[config.mk]
export PLATFORM = sky130hd
export DESIGN_NAME = round_controller
export DESIGN_NICKNAME = d
export VERILOG_FILES = /design/src/rtl/dance_pkg.sv /design/src/rtl/tick_prescaler.sv /design/src/rtl/round_controller.sv
export SDC_FILE = /design/constraint.sdc
export NUM_CORES = 1
export LEC_CHECK = 0
export ABC_AREA = 1
export BUFFER_PORTS_ARGS = -buffer_cell sky130_fd_sc_hd__buf_2
export CAP_MARGIN = 20
export CORE_ASPECT_RATIO = 1.25
export CORE_MARGIN = 4
export CORE_UTILIZATION = 25
export DETAILED_ROUTE_END_ITERATION = 8
export SKIP_CTS_REPAIR_TIMING = 1
export SLEW_MARGIN = 20
export SYNTH_ARGS = -nofsm -noshare
export SYNTH_HDL_FRONTEND = slang
export SYNTH_SLANG_ARGS = --single-unit
[constraint.sdc]
create_clock -name clk_i -period 1.54 [get_ports clk_i]
set_input_delay 0.231 -clock clk_i [delete_from_list [all_inputs] [get_ports clk_i]]
set_output_delay 0.231 -clock clk_i [all_outputs]
set_load 0.01 [all_outputs]
[src/rtl/dance_pkg.sv]
// Shared types and constants for the rhythm game datapath and round sequencer.
package dance_pkg;

  localparam int SCORE_W = 5;

  typedef enum logic [1:0] {
    IDLE = 2'd0,
    PLAY = 2'd1,
    WON  = 2'd2,
    LOST = 2'd3
  } round_state_t;

  // WON and LOST share the hold-then-return behaviour.
  function automatic logic is_end_state(input round_state_t s);
    return (s == WON) || (s == LOST);
  endfunction

endpackage

[src/rtl/tick_prescaler.sv]
// Free-running divider producing a one-cycle tick every TICK_DIV clocks.
module tick_prescaler #(
  parameter int TICK_DIV = 50_000_000
) (
  input  logic clk_i,
  input  logic rst_ni,
  input  logic restart_i,
  output logic tick_o
);

  localparam int CNT_W = (TICK_DIV > 1) ? $clog2(TICK_DIV) : 1;
  localparam logic [CNT_W-1:0] LAST = CNT_W'(TICK_DIV - 1);

  logic [CNT_W-1:0] cnt_q, cnt_d;

  assign tick_o = (cnt_q == LAST);

  // restart wins over the natural wrap so a new phase always starts from zero.
  always_comb begin
    cnt_d = cnt_q + 1'b1;
    if (restart_i || tick_o) begin
      cnt_d = '0;
    end
  end

  always_ff @(posedge clk_i or negedge rst_ni) begin
    if (!rst_ni) begin
      cnt_q <= '0;
    end else begin
      cnt_q <= cnt_d;
    end
  end

endmodule

[src/rtl/round_controller.sv]
// Timed game-round sequencer: freezes/clears the score path, times rounds and keeps the high score.
module round_controller #(
  parameter int SCORE_W     = dance_pkg::SCORE_W,
  parameter int WIN_SCORE   = 9,
  parameter int TICK_DIV    = 50_000_000,
  parameter int ROUND_TICKS = 30,
  parameter int HOLD_TICKS  = 3
) (
  input  logic               clk_i,
  input  logic               rst_ni,
  input  logic               start_i,
  input  logic [SCORE_W-1:0] score_i,
  output logic               freeze_o,
  output logic               clear_o,
  output logic [1:0]         state_o,
  output logic [5:0]         time_left_o,
  output logic [SCORE_W-1:0] best_o,
  output logic               new_best_o
);

  import dance_pkg::*;

  localparam int HOLD_W = $clog2(HOLD_TICKS + 1);

  round_state_t       state_q, state_d;
  logic               freeze_q, freeze_d;
  logic               clear_q, clear_d;
  logic [5:0]         time_left_q, time_left_d;
  logic [HOLD_W-1:0]  hold_q, hold_d;
  logic [SCORE_W-1:0] best_q, best_d;
  logic               new_best_q, new_best_d;
  logic               tick;
  logic               restart;
  logic               win;

  tick_prescaler #(
    .TICK_DIV (TICK_DIV)
  ) u_prescaler (
    .clk_i     (clk_i),
    .rst_ni    (rst_ni),
    .restart_i (restart),
    .tick_o    (tick)
  );

  // The win check ignores the cycle right after start, when the adder tree still shows last round's score.
  always_comb begin
    state_d     = state_q;
    freeze_d    = freeze_q;
    clear_d     = 1'b0;
    time_left_d = time_left_q;
    hold_d      = hold_q;
    best_d      = best_q;
    new_best_d  = new_best_q;
    restart     = 1'b0;
    win         = 1'b0;

    unique case (state_q)
      IDLE: begin
        restart    = 1'b1;
        freeze_d   = 1'b1;
        new_best_d = 1'b0;
        if (start_i) begin
          state_d     = PLAY;
          freeze_d    = 1'b0;
          clear_d     = 1'b1;
          time_left_d = 6'(ROUND_TICKS);
        end
      end
      PLAY: begin
        win = !clear_q && (score_i >= SCORE_W'(WIN_SCORE));
        if (tick) begin
          time_left_d = time_left_q - 1'b1;
        end
        if (win || (tick && time_left_q == 6'd1)) begin
          state_d  = win ? WON : LOST;
          freeze_d = 1'b1;
          restart  = 1'b1;
          hold_d   = HOLD_W'(HOLD_TICKS);
          if (score_i > best_q) begin
            best_d     = score_i;
            new_best_d = 1'b1;
          end else begin
            new_best_d = 1'b0;
          end
        end
      end
      WON, LOST: begin
        if (tick) begin
          hold_d = hold_q - 1'b1;
          if (hold_q == HOLD_W'(1)) begin
            state_d    = IDLE;
            new_best_d = 1'b0;
          end
        end
      end
      default: begin
        state_d = IDLE;
      end
    endcase
  end

  always_ff @(posedge clk_i or negedge rst_ni) begin
    if (!rst_ni) begin
      state_q     <= IDLE;
      freeze_q    <= 1'b1;
      clear_q     <= 1'b0;
      time_left_q <= '0;
      hold_q      <= '0;
      best_q      <= '0;
      new_best_q  <= 1'b0;
    end else begin
      state_q     <= state_d;
      freeze_q    <= freeze_d;
      clear_q     <= clear_d;
      time_left_q <= time_left_d;
      hold_q      <= hold_d;
      best_q      <= best_d;
      new_best_q  <= new_best_d;
    end
  end

  assign state_o     = state_q;
  assign freeze_o    = freeze_q;
  assign clear_o     = clear_q;
  assign time_left_o = time_left_q;
  assign best_o      = best_q;
  assign new_best_o  = new_best_q && is_end_state(state_q);

endmodule

After elaboration in Yosys (flattened, before gate mapping)
Cells that the tools add are included.
{"block": "classes", "add_sub_neg": 3, "order_cmp": 2, "eq_ne": 11, "muxes": 25, "n_reduce_logical": 17}
{"op": "adder 26 x 1 -> 26 bit, second input constant", "count": 1}
{"op": "equality test 26 bit, second input constant", "count": 1}
{"op": "2-to-1 mux 26 bit", "count": 1}
{"op": "2-to-1 mux 2 bit", "count": 6}
{"op": "2-to-1 mux 6 bit", "count": 2}
{"op": "one-hot mux 6 bit (2 select lines)", "count": 1}
{"op": "AND reduction 3 bit", "count": 4}
{"op": "2-to-1 mux 1 bit", "count": 10}
{"op": "!= test 2 bit, second input constant", "count": 5}
{"op": "equality test 6 x 1 -> 1 bit, second input constant", "count": 1}
{"op": "one-hot mux 2 bit (3 select lines)", "count": 1}
{"op": "subtractor 6 x 1 -> 6 bit, second input constant", "count": 1}
{"op": "greater-or-equal comparator 5 x 4 -> 1 bit, second input constant", "count": 1}
{"op": "greater-than comparator 5 bit", "count": 1}
{"op": "equality test 2 x 1 -> 1 bit, second input constant", "count": 2}
{"op": "equality test 2 bit, second input constant", "count": 2}
{"op": "one-hot mux 1 bit (2 select lines)", "count": 2}
{"op": "one-hot mux 2 bit (2 select lines)", "count": 1}
{"op": "AND reduction 4 bit", "count": 1}
{"op": "nonzero test 2 bit", "count": 2}
{"op": "logical AND 1 bit", "count": 3}
{"op": "logical OR 1 bit", "count": 3}
{"op": "one-hot mux 1 bit (3 select lines)", "count": 1}
{"op": "logical NOT 2 bit", "count": 1}
{"op": "4 further kinds", "count": 4}
{"block": "totals", "reg_bits": 44, "inputBits": 8, "output_inout_bits": 16, "elab_cells": 66}

Depth between registers and ports, before layout
{"block": "depth", "depth_word": 7, "mapped_depth": 11, "depth_no_buf": 11}

Hierarchy
From an unflattened synthesis, not the netlist that was laid out.
{"block": "unflattened", "cells_unflattened": 367, "area_unflattened_um2": 2667.6}
{"mod": "tick_prescaler", "instances": 1, "cells_per_inst": 228, "area_per_inst_um2": 1589.0, "seq_area_each_um2": 650.6}
{"mod": "round_controller", "instances": 1, "cells_per_inst": 139, "area_per_inst_um2": 1078.5, "seq_area_each_um2": 451.7}

Least setup slack after synthesis
No wires, ideal clock.
{"block": "synth_path", "kind": "reg2reg", "startpoint": "reg best_q[4] (netlist: best_o[4])", "endpoint": "reg best_q[0] (netlist: best_o[0])", "setup_ns": 0.117, "t_arrival_ns": 1.536, "t_required_ns": 1.423, "path_slack_ns": -0.113, "path_stages_with_launch": 10, "path_buffers": 0, "synth_period_minus_slack_ns": 1.653, "path_cell_list": "dfrtp_1 > inv_1 > ha_1 > nand2_1 > nor3_1 > o21ai_0 > nor2_1 > nand2_1 > nand2_1 > nand2_1"}
{"block": "synth_via", "elab_chain_len": 2}
{"element": "from (decl)", "line_no": "round_controller.sv:30", "rtl": "logic [SCORE_W-1:0] best_q, best_d;"}
{"element": "from (signal assigned)", "line_no": "round_controller.sv:117", "rtl": "best_q <= best_d;"}
{"element": "greater-than comparator 5 bit", "line_no": "round_controller.sv:79", "rtl": "if (score_i > best_q) begin"}
{"element": "AND reduction 3 bit (no line)"}
Every way passes these cells.
A chain may end at the register's enable or synchronous reset.

Worst setup path in the final report
{"block": "layout_path", "startpoint": "reg time_left_q[1] (netlist: time_left_o[1])", "endpoint": "reg freeze_q (netlist: freeze_o)"}
{"block": "layout_via", "elab_chain_len": 5}
{"element": "from (decl)", "line_no": "round_controller.sv:28", "rtl": "logic [5:0] time_left_q, time_left_d;"}
{"element": "from (signal assigned)", "line_no": "round_controller.sv:115", "rtl": "time_left_q <= time_left_d;"}
{"element": "equality test 6 x 1 -> 1 bit", "line_no": "round_controller.sv:74", "rtl": "if (win || (tick && time_left_q == 6'd1)) begin"}
{"element": "logical AND 1 bit", "line_no": "round_controller.sv:74"}
{"element": "logical OR 1 bit", "line_no": "round_controller.sv:74"}
{"element": "!= test 2 bit (no line)"}
{"element": "AND reduction 2 bit (no line)"}
{"element": "to (signal assigned)", "line_no": "round_controller.sv:113", "rtl": "freeze_q <= freeze_d;"}
{"element": "to (decl)", "line_no": "round_controller.sv:26", "rtl": "logic freeze_q, freeze_d;"}
Every way passes these cells.

==> results.tsv <==
stage	metric	value	unit
pwr	PD cells	603.8	mW/mm²
cells_and_area	Area Overhead vs Synth	48.44	%
cells_and_area	most common cell after layout, fill and taps aside	nand2_1	
timing	Max Clock Skew	0.004757	ns
global_routing	Tot GR Track Use	11.66	%
timing	Peak Freq	0.6295	GHz
drt	DR pass1 iterations	5	
placement	Placer Congestion	0.8671	
drt	drt drc	0	
critical_path	worst path required time	1.76	ns
timing	post-route minimum period	1.589	ns
yosys	Top FF cell, synth	dfrtp_1	
timing	Max-Slew Margin vs Limit	71.93	%
worst_hold_path	worst hold start	start_i	
timing	Slew Limit Fails	0	
worst_hold_path	type of the tightest min-delay check	in -> reg	
clocking	total clock sinks	44	
clocking	TritonCTS clock tree	yes	
critical_path	reg2reg start	time_left_o[1]	
critical_path	CP Capture Type	flip-flop	
global_routing	gr busiest metal	met2	
yosys	Unique masters post-synth	24	
yosys	FFs w/ async S/R, synth	100.0	%
critical_path	Worst setup SP type	flip-flop	
yosys	Ys Warns	0	
timing	Worst-Margin Slew	0.4211	ns
timing	worst setup margin	-0.04854	ns
yosys	syn_area_per_cell	7.569	µm²
floorplanning	die area	0.01215	mm²
global_routing	met2 usage	21.64	%
status	status	finished, violations left	
cells_and_area	Diodes inserted	0	
cells_and_area	Final Util	38.16	%
yosys	number of enable flip-flop cells after synthesis	0	
clocking	clock root buffer	clkbuf_16	
placement	port bufs	23	
placement	placed insts	544	
status	failing checks	negative setup slack	
cells_and_area	share of layout cells above drive strength 1	39.08	%
floorplanning	Die H	122.3	µm
clocking	H-tree depth	2	
cells_and_area	commonest cells after routing, fill and taps aside	nand2_1 (73), nor2_1 (56), buf_4 (54)	
cells_and_area	# nets final	451	
global_routing	grt total ovfl	0	
timing	unrepaired setup endpoints after global routing	yes	
timing	Final Hold Violating Endpoints	0	
floorplanning	row count	41	
critical_path	crit path DAT	1.81	ns
cells_and_area	Multi-input gate area	0.001725	mm²
global_routing	largest net degree at the start of global routing	27	
yosys	Post-Syn Nets	362	
critical_path	crit path max fanout	4	
cells_and_area	Seq. cell area	0.001104	mm²
clocking	clk slew on worst S/H paths	0.07	ns
timing	Final setup viols	22	
global_routing	met1 Usage GRT	13.45	%
clocking	Clk Latency, worst-skew pair	0.29	ns
global_routing	met3 usage	2.103	%
global_routing	first-pass GRT wire length	11430	µm
flow_run	Max Cap Violations	0	
yosys	Mapped Cells	345	
clocking	clk buf depth	2	
floorplanning	IO Pins	24	
pwr	peak supply drop	0.4056	mV
drt	via count	2515	
yosys	Cell Area, Synth	0.002611	mm²
yosys	Synth Register Bits	44	
timing	fin crit share	103.2	%
yosys	Seq/Total Area, Yosys	42.21	%
global_routing	vias in the first global route	2471	
critical_path	Crit Path Class	reg -> reg	
floorplanning	Initial Utilization	25.71	%
critical_path	CP startpoint	time_left_o[1]	
drt	DRT iter0 DRCs	89	
floorplanning	Core Region	0.01016	mm²
cells_and_area	Final Non-Filler Cells	564	
drt	drt wl/cell	12.90	µm
clocking	total CTS buffers	5	
drt	post-DR vias/cell	4.459	
placement	DP HPWL	5103	µm
global_routing	antenna violations before repair	0	
drt	ANT nets after route	0	
pwr	Lkg Pwr	1.810	nW
drt	Post-Route WL	7275	µm
cells_and_area	Fill cells	1049	
floorplanning	Die X	99.41	µm
-- worst max-delay path, stage by stage (launching register included) --
cell and delay (ns):
dfrtp_1 0.38, inv_2 0.08, ha_4 0.14, nand2_4 0.05, nor3_4 0.24, nand3_4 0.14
nand2_4 0.13, nand2_8 0.09, buf_4 0.15, nand2_1 0.05, nand3_1 0.06
-- through the flow --
step           setup TNS (ns)  hold slack (ns)  worst slack [ns]  instance area (µm²)  total power [mW]
3_3_place_gp           -2.039           0.1962          -0.07969                 3249             1.248
6_report              -0.3384           0.1950          -0.04854                 3876             2.340
4_1_cts                -5.481          -0.1144           -0.1851                 3398             2.336
2_1_floorplan        -0.07196         -0.06459          -0.01439                 2619             1.197
5_1_grt                -3.125           0.2051           -0.1245                 3876             2.423
3_5_place_dp           -4.961           0.1955           -0.1746                 3249             1.250
-- path summary, 6_finish.rpt --
path,end,depth (start not counted),slack [ns]
setup / recovery,freeze_o,10,-0.05
hold / removal,clear_o,3,0.19
setup reg to reg,freeze_o,10,-0.05
hold reg to reg,new_best_q,2,0.49
max in group asynchronous,freeze_o,3,0.53
min in group asynchronous,u_prescaler.cnt_q[9],2,0.43
-- cell usage after synthesis (2+ instances only) --
master / count / area (µm²)
nor3_1: 8 / 40.04
or2_2: 2 / 12.51
ha_1: 9 / 112.6
nand2_1: 94 / 352.8
nand4_1: 8 / 50.05
nor2_1: 67 / 251.5
a21oi_1: 3 / 15.01
xor2_1: 15 / 131.4
inv_1: 36 / 135.1
nand2_2: 5 / 31.28
xnor2_1: 10 / 87.58
o21ai_0: 6 / 30.03
nor2_2: 3 / 18.77
dfrtp_1: 43 / 1076
nand3_1: 24 / 120.1
buf_6: 3 / 33.78
nand3b_1: 2 / 15.01
-- routing by layer --
metal,wire [µm],part of all wire [%]
met2,3916,54
met5,0,0
met1,2944,40
met3,254,3.5
met4,159,2.2
-- flip-flops by register name, summed over array words and instances, names as in the netlist --
name	count
u_prescaler.cnt_q	26
time_left_o	6
best_o	5
hold_q	2
state_o	2
clear_o	1
freeze_o	1
new_best_q	1
-- cell type report --
cell class,count,share of cell area [%]
multi-input cells,263,44.51
flip-flops and latches,44,28.47
repair buffers,83,15.36
well taps,129,4.164
inverters,37,3.648
clock buffers,5,3.228
clock inverters,3,0.6133
-- report_power, final --
part	switching [mW]	internal [mW]	total (mW)
Sequential	0	1.16	1.16
Clock	0.480	0.604	1.08
Combinational	0.0622	0.0386	0.101
Total	0.542	1.80	2.34
-- kinds of logic (layout without fill, tap and decap cells) --
group                    after synthesis  after routing  synth area share, %
AND/OR/NAND/NOR                      218            220                36.75
AO/OA/AOI/OAI                          9              9                1.725
XOR/XNOR                              25             25                8.385
buffers and inverters                 40            128                6.612
adder cells (fa/ha/maj)                9              9                4.312
flip-flops                            44             44                42.21
No activity file was read; power rests on OpenSTA's default activity.
